File: src/rtl/axil_pkg.sv
// Shared types for the AXI4-Lite to BRAM controller: response codes and FSM states.
package axil_pkg;

  typedef enum logic [1:0] {
    OKAY   = 2'b00,
    SLVERR = 2'b10
  } resp_t;

  typedef enum logic [1:0] {
    IDLE,
    RD_DATA,
    WR_RESP
  } state_t;

endpackage

File: src/rtl/axil_rw_arb.sv
// Two-requester fair arbiter: when both request, grant the side opposite the last grant.
module axil_rw_arb (
  input  logic clk,
  input  logic rst,
  input  logic i_en,
  input  logic i_rd_req,
  input  logic i_wr_req,
  output logic o_gnt_rd,
  output logic o_gnt_wr
);

  logic r_prio_rd;

  assign o_gnt_rd = i_en & i_rd_req & (~i_wr_req | r_prio_rd);
  assign o_gnt_wr = i_en & i_wr_req & (~i_rd_req | ~r_prio_rd);

  always_ff @(posedge clk or posedge rst) begin
    if (rst) begin
      r_prio_rd <= 1'b1;
    end else if (o_gnt_rd) begin
      r_prio_rd <= 1'b0;
    end else if (o_gnt_wr) begin
      r_prio_rd <= 1'b1;
    end
  end

endmodule

File: src/rtl/axil_bram_ctrl.sv
// AXI4-Lite slave driving one native BRAM port, one outstanding transaction.
// Define AXIL_BRAM_OOR_ERR_EN to answer out-of-range addresses with SLVERR instead of aliasing.
module axil_bram_ctrl
  import axil_pkg::*;
#(
  parameter int ADDR_WIDTH     = 10,
  parameter int DATA_WIDTH     = 32,
  parameter int AXI_ADDR_WIDTH = 32
) (
  input  logic                      clk,
  input  logic                      rst,
  input  logic [AXI_ADDR_WIDTH-1:0] s_awaddr,
  input  logic                      s_awvalid,
  output logic                      s_awready,
  input  logic [DATA_WIDTH-1:0]     s_wdata,
  input  logic [DATA_WIDTH/8-1:0]   s_wstrb,
  input  logic                      s_wvalid,
  output logic                      s_wready,
  output logic [1:0]                s_bresp,
  output logic                      s_bvalid,
  input  logic                      s_bready,
  input  logic [AXI_ADDR_WIDTH-1:0] s_araddr,
  input  logic                      s_arvalid,
  output logic                      s_arready,
  output logic [DATA_WIDTH-1:0]     s_rdata,
  output logic [1:0]                s_rresp,
  output logic                      s_rvalid,
  input  logic                      s_rready,
  output logic                      bram_en,
  output logic                      bram_we,
  output logic [DATA_WIDTH/8-1:0]   bram_wstrb,
  output logic [ADDR_WIDTH-1:0]     bram_addr,
  output logic [DATA_WIDTH-1:0]     bram_din,
  input  logic [DATA_WIDTH-1:0]     bram_dout
);

  state_t                r_state;
  logic                  r_bvalid;
  logic                  r_rvalid;
  logic                  r_rd_first;
  resp_t                 r_bresp;
  resp_t                 r_rresp;
  logic [DATA_WIDTH-1:0] r_rdata;

  logic w_idle;
  logic w_gnt_rd;
  logic w_gnt_wr;
  logic w_wr_oor;
  logic w_rd_oor;
  logic w_wr_bram;
  logic w_rd_bram;
  logic w_unused;

  assign w_idle = (r_state == IDLE);

`ifdef AXIL_BRAM_OOR_ERR_EN
  assign w_wr_oor = (s_awaddr >> (ADDR_WIDTH + 2)) != '0;
  assign w_rd_oor = (s_araddr >> (ADDR_WIDTH + 2)) != '0;
`else
  assign w_wr_oor = 1'b0;
  assign w_rd_oor = 1'b0;
`endif
  assign w_unused = ^{s_awaddr, s_araddr};

  axil_rw_arb u_arb (
    .clk      (clk),
    .rst      (rst),
    .i_en     (w_idle),
    .i_rd_req (s_arvalid),
    .i_wr_req (s_awvalid & s_wvalid),
    .o_gnt_rd (w_gnt_rd),
    .o_gnt_wr (w_gnt_wr)
  );

  assign s_awready = w_gnt_wr;
  assign s_wready  = w_gnt_wr;
  assign s_arready = w_gnt_rd;

  assign w_wr_bram  = w_gnt_wr & ~w_wr_oor;
  assign w_rd_bram  = w_gnt_rd & ~w_rd_oor;
  assign bram_en    = w_wr_bram | w_rd_bram;
  assign bram_we    = w_wr_bram;
  assign bram_wstrb = w_wr_bram ? s_wstrb : '0;
  assign bram_addr  = w_gnt_wr ? s_awaddr[ADDR_WIDTH+1:2] : s_araddr[ADDR_WIDTH+1:2];
  assign bram_din   = s_wdata;

  assign s_bvalid = r_bvalid;
  assign s_bresp  = r_bresp;
  assign s_rvalid = r_rvalid;
  assign s_rresp  = r_rresp;
  // First RD_DATA cycle forwards the BRAM output register; later cycles hold the captured copy.
  assign s_rdata  = r_rd_first ? bram_dout : r_rdata;

  always_ff @(posedge clk or posedge rst) begin
    if (rst) begin
      r_state    <= IDLE;
      r_bvalid   <= 1'b0;
      r_rvalid   <= 1'b0;
      r_rd_first <= 1'b0;
      r_bresp    <= OKAY;
      r_rresp    <= OKAY;
      r_rdata    <= '0;
    end else begin
      case (r_state)
        IDLE: begin
          if (w_gnt_wr) begin
            r_state  <= WR_RESP;
            r_bvalid <= 1'b1;
            r_bresp  <= w_wr_oor ? SLVERR : OKAY;
          end else if (w_gnt_rd) begin
            r_state    <= RD_DATA;
            r_rvalid   <= 1'b1;
            r_rresp    <= w_rd_oor ? SLVERR : OKAY;
            r_rd_first <= ~w_rd_oor;
            r_rdata    <= '0;
          end
        end
        RD_DATA: begin
          r_rd_first <= 1'b0;
          if (r_rd_first) begin
            r_rdata <= bram_dout;
          end
          if (s_rready) begin
            r_rvalid <= 1'b0;
            r_state  <= IDLE;
          end
        end
        WR_RESP: begin
          if (s_bready) begin
            r_bvalid <= 1'b0;
            r_state  <= IDLE;
          end
        end
        default: r_state <= IDLE;
      endcase
    end
  end

endmodule

File: config.mk
export PLATFORM = sky130hd
export DESIGN_NAME = axil_bram_ctrl
export DESIGN_NICKNAME = d
export VERILOG_FILES = /design/src/rtl/axil_pkg.sv /design/src/rtl/axil_rw_arb.sv /design/src/rtl/axil_bram_ctrl.sv
export SDC_FILE = /design/constraint.sdc
export NUM_CORES = 1
export LEC_CHECK = 0
export CAP_MARGIN = 25
export CORE_MARGIN = 4
export CORE_UTILIZATION = 30
export DETAILED_ROUTE_END_ITERATION = 10
export MAX_ROUTING_LAYER = met4
export PLACE_DENSITY = 0.85
export SYNTH_ARGS = -nofsm -noshare
export SYNTH_HDL_FRONTEND = slang
export SYNTH_SLANG_ARGS = --single-unit
export TNS_END_PERCENT = 100
File: constraint.sdc
create_clock -name clk -period 1.85 [get_ports clk]
set_input_delay 0.555 -clock clk [delete_from_list [all_inputs] [get_ports clk]]
set_output_delay 0.555 -clock clk [all_outputs]
set_load 0.01 [all_outputs]
# Word-level counts from Yosys, hierarchy flattened

Cells that the tools add are included.

Latch bits: 0
Register bits: 38
RAM bits: 0
Memory bits (read-only): 0
Memories kept: 0
Input port bits: 139

Reductions and logical operators: 8
Multipliers: 0
$add $sub $neg: 0
Shift-type cells: 0
Order comparisons: 0
Divide/modulo/power cells: 0
Bitwise gates (word level): 11
Muxes and demuxes: 20
Eq/ne operators: 8

Operators with widths:

| kind                                                 | count |
|---|---|
| two-way mux 32 bit                                   | 3 |
| one-hot mux 32 bit (2 select lines)                  | 1 |
| two-way mux 10 bit                                   | 1 |
| inequality test 2 bit (second input constant)        | 5 |
| AND reduction 3 bit                                  | 3 |
| two-way mux 2 bit                                    | 4 |
| two-way mux 1 bit                                    | 6 |
| one-hot mux 1 bit (2 select lines)                   | 3 |
| one-hot mux 2 bit (3 select lines)                   | 1 |
| nonzero test 2 bit                                   | 3 |
| bitwise AND 1 bit                                    | 5 |
| two-way mux 4 bit                                    | 1 |
| AND reduction 4 bit                                  | 1 |
| inequality test 3 bit (second input constant)        | 1 |
| NOT 1 bit                                            | 3 |
| bitwise OR 1 bit                                     | 3 |
| equality test 2 x 1 -> 1 bit (second input constant) | 1 |
| equality test 2 bit (second input constant)          | 1 |
| logical NOT 2 bit                                    | 1 |

# Logic depth before layout (Yosys ltp)

Word-level depth: 7
Mapped depth: 5
Gate-level depth less buffers: 4

# Modules after synthesis

From an unflattened synthesis, not the netlist that was laid out.

Cells, all modules: 200
Area, all modules: 2,459.9 um^2

By module, submodules not included:

| module         | area each (um^2) | cells an instance | times used |
|---|---|---|---|
| axil_bram_ctrl | 2,393.5          | 191               | 1 |
| axil_rw_arb    | 66.3             | 9                 | 1 |

# Worst setup path before layout

OpenSTA, ideal clock, no wires.

Path kind: input to output
Start: input s_arvalid
End: output bram_wstrb[0]
Required time: 1.295 ns
Slack: -0.037 ns
Arrival: 1.332 ns
Cell stages on the path: 5
Buffers on the path: 1
Path through: nand2_1 -> nand4_2 -> buf_6 -> inv_1 -> and2_1

Cells in the longest elaborated chain, start to end: 4

RTL lines:

| element            | line                 | text |
|---|---|---|
| start: declaration | axil_bram_ctrl.sv:23 | `input logic s_arvalid,` |
| NOT 1 bit          | axil_rw_arb.sv:15    | `assign o_gnt_wr = i_en & i_wr_req & (~i_rd_req \| ~r_prio_rd);` |
| bitwise OR 1 bit   | axil_rw_arb.sv:15    |  |
| bitwise AND 1 bit  | axil_rw_arb.sv:15    |  |
| via bram_we        | axil_bram_ctrl.sv:30 | `output logic bram_we,` |
| two-way mux 4 bit  | axil_bram_ctrl.sv:83 | `assign bram_wstrb = w_wr_bram ? s_wstrb : '0;` |
| end: declaration   | axil_bram_ctrl.sv:31 | `output logic [DATA_WIDTH/8-1:0] bram_wstrb,` |

The timed path passes the listed nets, and every way through them passes these cells.

# Worst setup path in the final report

Start: register r_state[0]
End: output bram_addr[4]

Cells in the longest elaborated chain, start to end: 4

RTL lines:

| element                        | line                  | text |
|---|---|---|
| start: declaration             | axil_bram_ctrl.sv:37  | `state_t r_state;` |
| start signal: assignment       | axil_bram_ctrl.sv:96  | `r_state <= IDLE;` |
| start signal: assignment       | axil_bram_ctrl.sv:107 | `r_state <= WR_RESP;` |
| start signal: assignment       | axil_bram_ctrl.sv:111 | `r_state <= RD_DATA;` |
| logical NOT 2 bit              | axil_bram_ctrl.sv:54  | `assign w_idle = (r_state == IDLE);` |
| bitwise AND 1 bit (2 in a row) | axil_rw_arb.sv:15     |  |
| two-way mux 10 bit             | axil_bram_ctrl.sv:84  | `assign bram_addr = w_gnt_wr ? s_awaddr[ADDR_WIDTH+1:2] : s_araddr[ADDR_WIDTH+1:2];` |
| end: declaration               | axil_bram_ctrl.sv:32  | `output logic [ADDR_WIDTH-1:0] bram_addr,` |

No other way between the ends.

==> flow_summary_export.csv <==
group,metric,value,unit
status,status,"finished, violations left",
status,violations,"setup timing",
routing,vias,2104,
cts,clk_latency,290,ps
floorplan,dieArea,0.00935,mm2
routing,avgViaCountPerCell,4.99,
layout,syn_to_final_growth,77.3,%
yosys,synthTopCellsByArea,"dfrtp_1 (39%), mux2_2 (17%), a32o_1 (14%)",
yosys,yosys-top-cells-count,"buf_4 (38), dfrtp_1 (37), mux2_2 (36)",
grt,grt_overflow,0,
pwr,p_leak,1.95,nW
setup_path,crit_buf_inv,2,
cts,clk_pin_slew_worst_paths,80,ps
routing,drc_errors,0,
pwr,p_sw,2.06,mW
pwr,vdd_drop_max,830,uV
cts,root_buffer,"clkbuf_8",
setup_path,critPathMaxFanout,6,
cts,htreeDepth,2,
grt,antenna_found_initial,0,
timing,fin_tns_setup,-11710,ps
hold_path,hold_end,"r_rdata[20]",
timing,fin_worst_skew,11.8,ps
yosys,synth-adder-area-share,0,
hold_path,hold_class,"reg -> reg",
layout,fin_util,0.545,
timing,setup_viol,51,
yosys,synth_flop_cell,"dfrtp_1",
setup_path,crit_required,1290,ps
yosys,synth_top_family_by_area,"multiplexers",
yosys,netlist.top_cell.by_area,"dfrtp_1",
place,dp_slack,-932,ps
setup_path,reg2reg_from,"r_state[0]",
yosys,synth_top_area_share,0.392,
layout,final_nets,458,
timing,fmax,456,MHz
routing,first_pass_iters,4,
floorplan,coreArea,0.00769,mm2
yosys,synth.area.mux_share,0.210,
routing,wl_per_cell,18.5,um
setup_path,start_kind,"flop",
yosys,synth-simple-area-share,0.0445,
cts,clockBufferDepth,2,
grt,grt_pass1_vias,2185,
yosys,synth_cells,198,
routing,drt_iter0_markers,64,
pwr,p_clk_frac,0.097,
yosys,yosysMostFrequentCell,"buf_4",
timing,setup_ws,-343,ps
setup_path,crit_family,"flip-flops",
pwr,finalPower,6.08,mW
routing,drtAntennaViolNets,0,
pwr,power_density,1450,mW/mm2
timing,final_max_slew_viol_count,0,
floorplan,rows,32,
place,io_buffer_count,115,
timing,hold_viol,0,
layout,multi_input_area,0.00117,mm2
layout,seq_area,953,um2
pwr,p_int,4.02,mW
setup_path,worstReg2RegEnd,"r_rdata[3]",
floorplan,io_pins,228,
timing,hold_slack,492,ps
setup_path,critical-path-max-stage-delay,420,ps
hold_path,min_path_cells,1,
yosys,synth_compound_area_frac,0.164,
routing,routed_wl,7.82,mm
pwr,seqPwrFrac,0.209,
yosys,async_flop_share,1.00,
yosys,synth_edf_count,0,
timing,rsz0062_at_grt,"true",
yosys,ys_seq_area_frac,0.403,
pwr,switching_share,0.339,
cts,clkSinkCount,38,
setup_path,timing.critical_path.slowest_stage_cell,"dfrtp_1",
cts,holdBufCountCts,0,
cts,cts_tree,"done",
setup_path,r2r_slack,90,ps
pwr,combPwrFrac,0.694,
yosys,ys_warn_count,0,
yosys,ys_ff_latch,38,
yosys,synth.avg_cell_area,11.9,um2
yosys,syn_area,0.00236,mm2
layout,fill_cells,624,
grt,grt_max_degree,39,
floorplan,die_x,96.7,um
layout,drive_gt1_frac,0.513,
setup_path,crit_chain,"nor2_4 > nand4_4 > clkbuf_16 > mux2_4 > buf_6",
setup_path,arrival,1640,ps
run,maxCapViolations,0,
grt,track_usage,0.148,
place,gp_routability_congestion,0.684,
setup_path,worstSetupEndpointType,"primary output",
floorplan,dieHeight,96.7,um
place,hpwl,4.57,mm
yosys,ys_types,27,
timing,final.min_clock_period,2190,ps
grt,grt_pass1_wl,11.0,mm
hold_path,hp-start,"r_rdata[20]",
setup_path,rr_worst_depth,6,
floorplan,start_util,0.307,
yosys,synthXorXnorAreaFrac,0,
timing,period_share,1.19,
setup_path,path_class,"reg -> out",
cts,cts_inserted_buffers,5,
layout,diodes,0,
[flip-flops by register name (all words and copies together), names as in the netlist]
| signal | count |
|---|---|
| r_rdata | 32 |
| s_rvalid | 1 |
| r_rd_first | 1 |
| s_bvalid | 1 |
| u_arb.r_prio_rd | 1 |
| r_state | 2 |
[worst register-to-register path: cells and delay by family, from the launching register on]
kind | cells | cell delay [ps]
flops | 1 | 420
buf+inv | 3 | 590
compound gates | 2 | 440
simple gates | 1 | 250
[cell families after synthesis]
family / count (synthesis)
AO/OA/AOI/OAI: 41
buffers and inverters: 58
flip-flops: 38
multiplexers: 42
other: 1
AND/OR/NAND/NOR: 18
[stage by stage]
step / cell area [um2] / instances
final: 4190 / 422
after floorplan: 2380 / 201
after detailed placement: 3390 / 378
after global placement: 3390 / 378
after CTS: 3830 / 409
after global routing: 4190 / 422
[worst max-delay path by stage]
stage / cells past startpoint / from / slack, ps / end
after floorplan: 5 / s_arvalid / 20 / bram_wstrb[0]
after global placement: 6 / s_arvalid / -890 / bram_addr[2]
after detailed placement: 6 / s_arvalid / -930 / bram_addr[1]
after CTS: 5 / r_state[1] / -340 / bram_addr[3]
after global routing: 5 / r_state[0] / -400 / bram_addr[4]
final: 5 / r_state[0] / -340 / bram_addr[4]
[power by group through the flow]
stage | combinational, mW | clock, mW | sequential, mW
after floorplan | 1.71 | 0 | 1.24
after global placement | 2.74 | 0 | 1.25
after detailed placement | 2.79 | 0 | 1.27
after CTS | 3.44 | 0.611 | 1.27
after global routing | 4.48 | 0.655 | 1.30
final | 4.22 | 0.591 | 1.27
[cell usage in the layout (no fill, tap or decap), drive strengths merged, types with 2 or more instances in the layout]
master         count
nand3b             2
conb               4
buf               95
inv                3
a2bb2oi            2
nand2              6
and2               4
dfrtp             37
clkbuf            12
mux2              42
dlygate4sd2        2
clkinv             2
o21ai              3
clkdlybuf4s50     61
a32o              32
[routing by layer]
| layer | up-vias | GRT usage | routed length [um] |
|---|---|---|---|
| met5 | - | - | 0 |
| met4 | 0 | 0.0497 | 143 |
| met3 | 21 | 0.0411 | 472 |
| met2 | 88 | 0.258 | 4130 |
| met1 | 1056 | 0.163 | 3070 |
| li1 | 939 | - | - |
[timing repair]
action / CTS / global route
pin swaps: 8 / 6
cloned: 3 / 4
endpoints found under the setup margin: 51 / 60
buffers inserted: 20 / 10
hold endpoints to repair: 0 / 0
resized for setup: 269 / 50
[layout make-up]
cell class,count,share of cell area
Tap cell,102,0.0305
Sequential cell,38,0.228
Multi-Input combinational cell,105,0.279
Clock inverter,1,0.00120
Inverter,5,0.00538
Timing Repair Buffer,164,0.436
Clock buffer,7,0.0206
(Power assumes the default switching activity.)
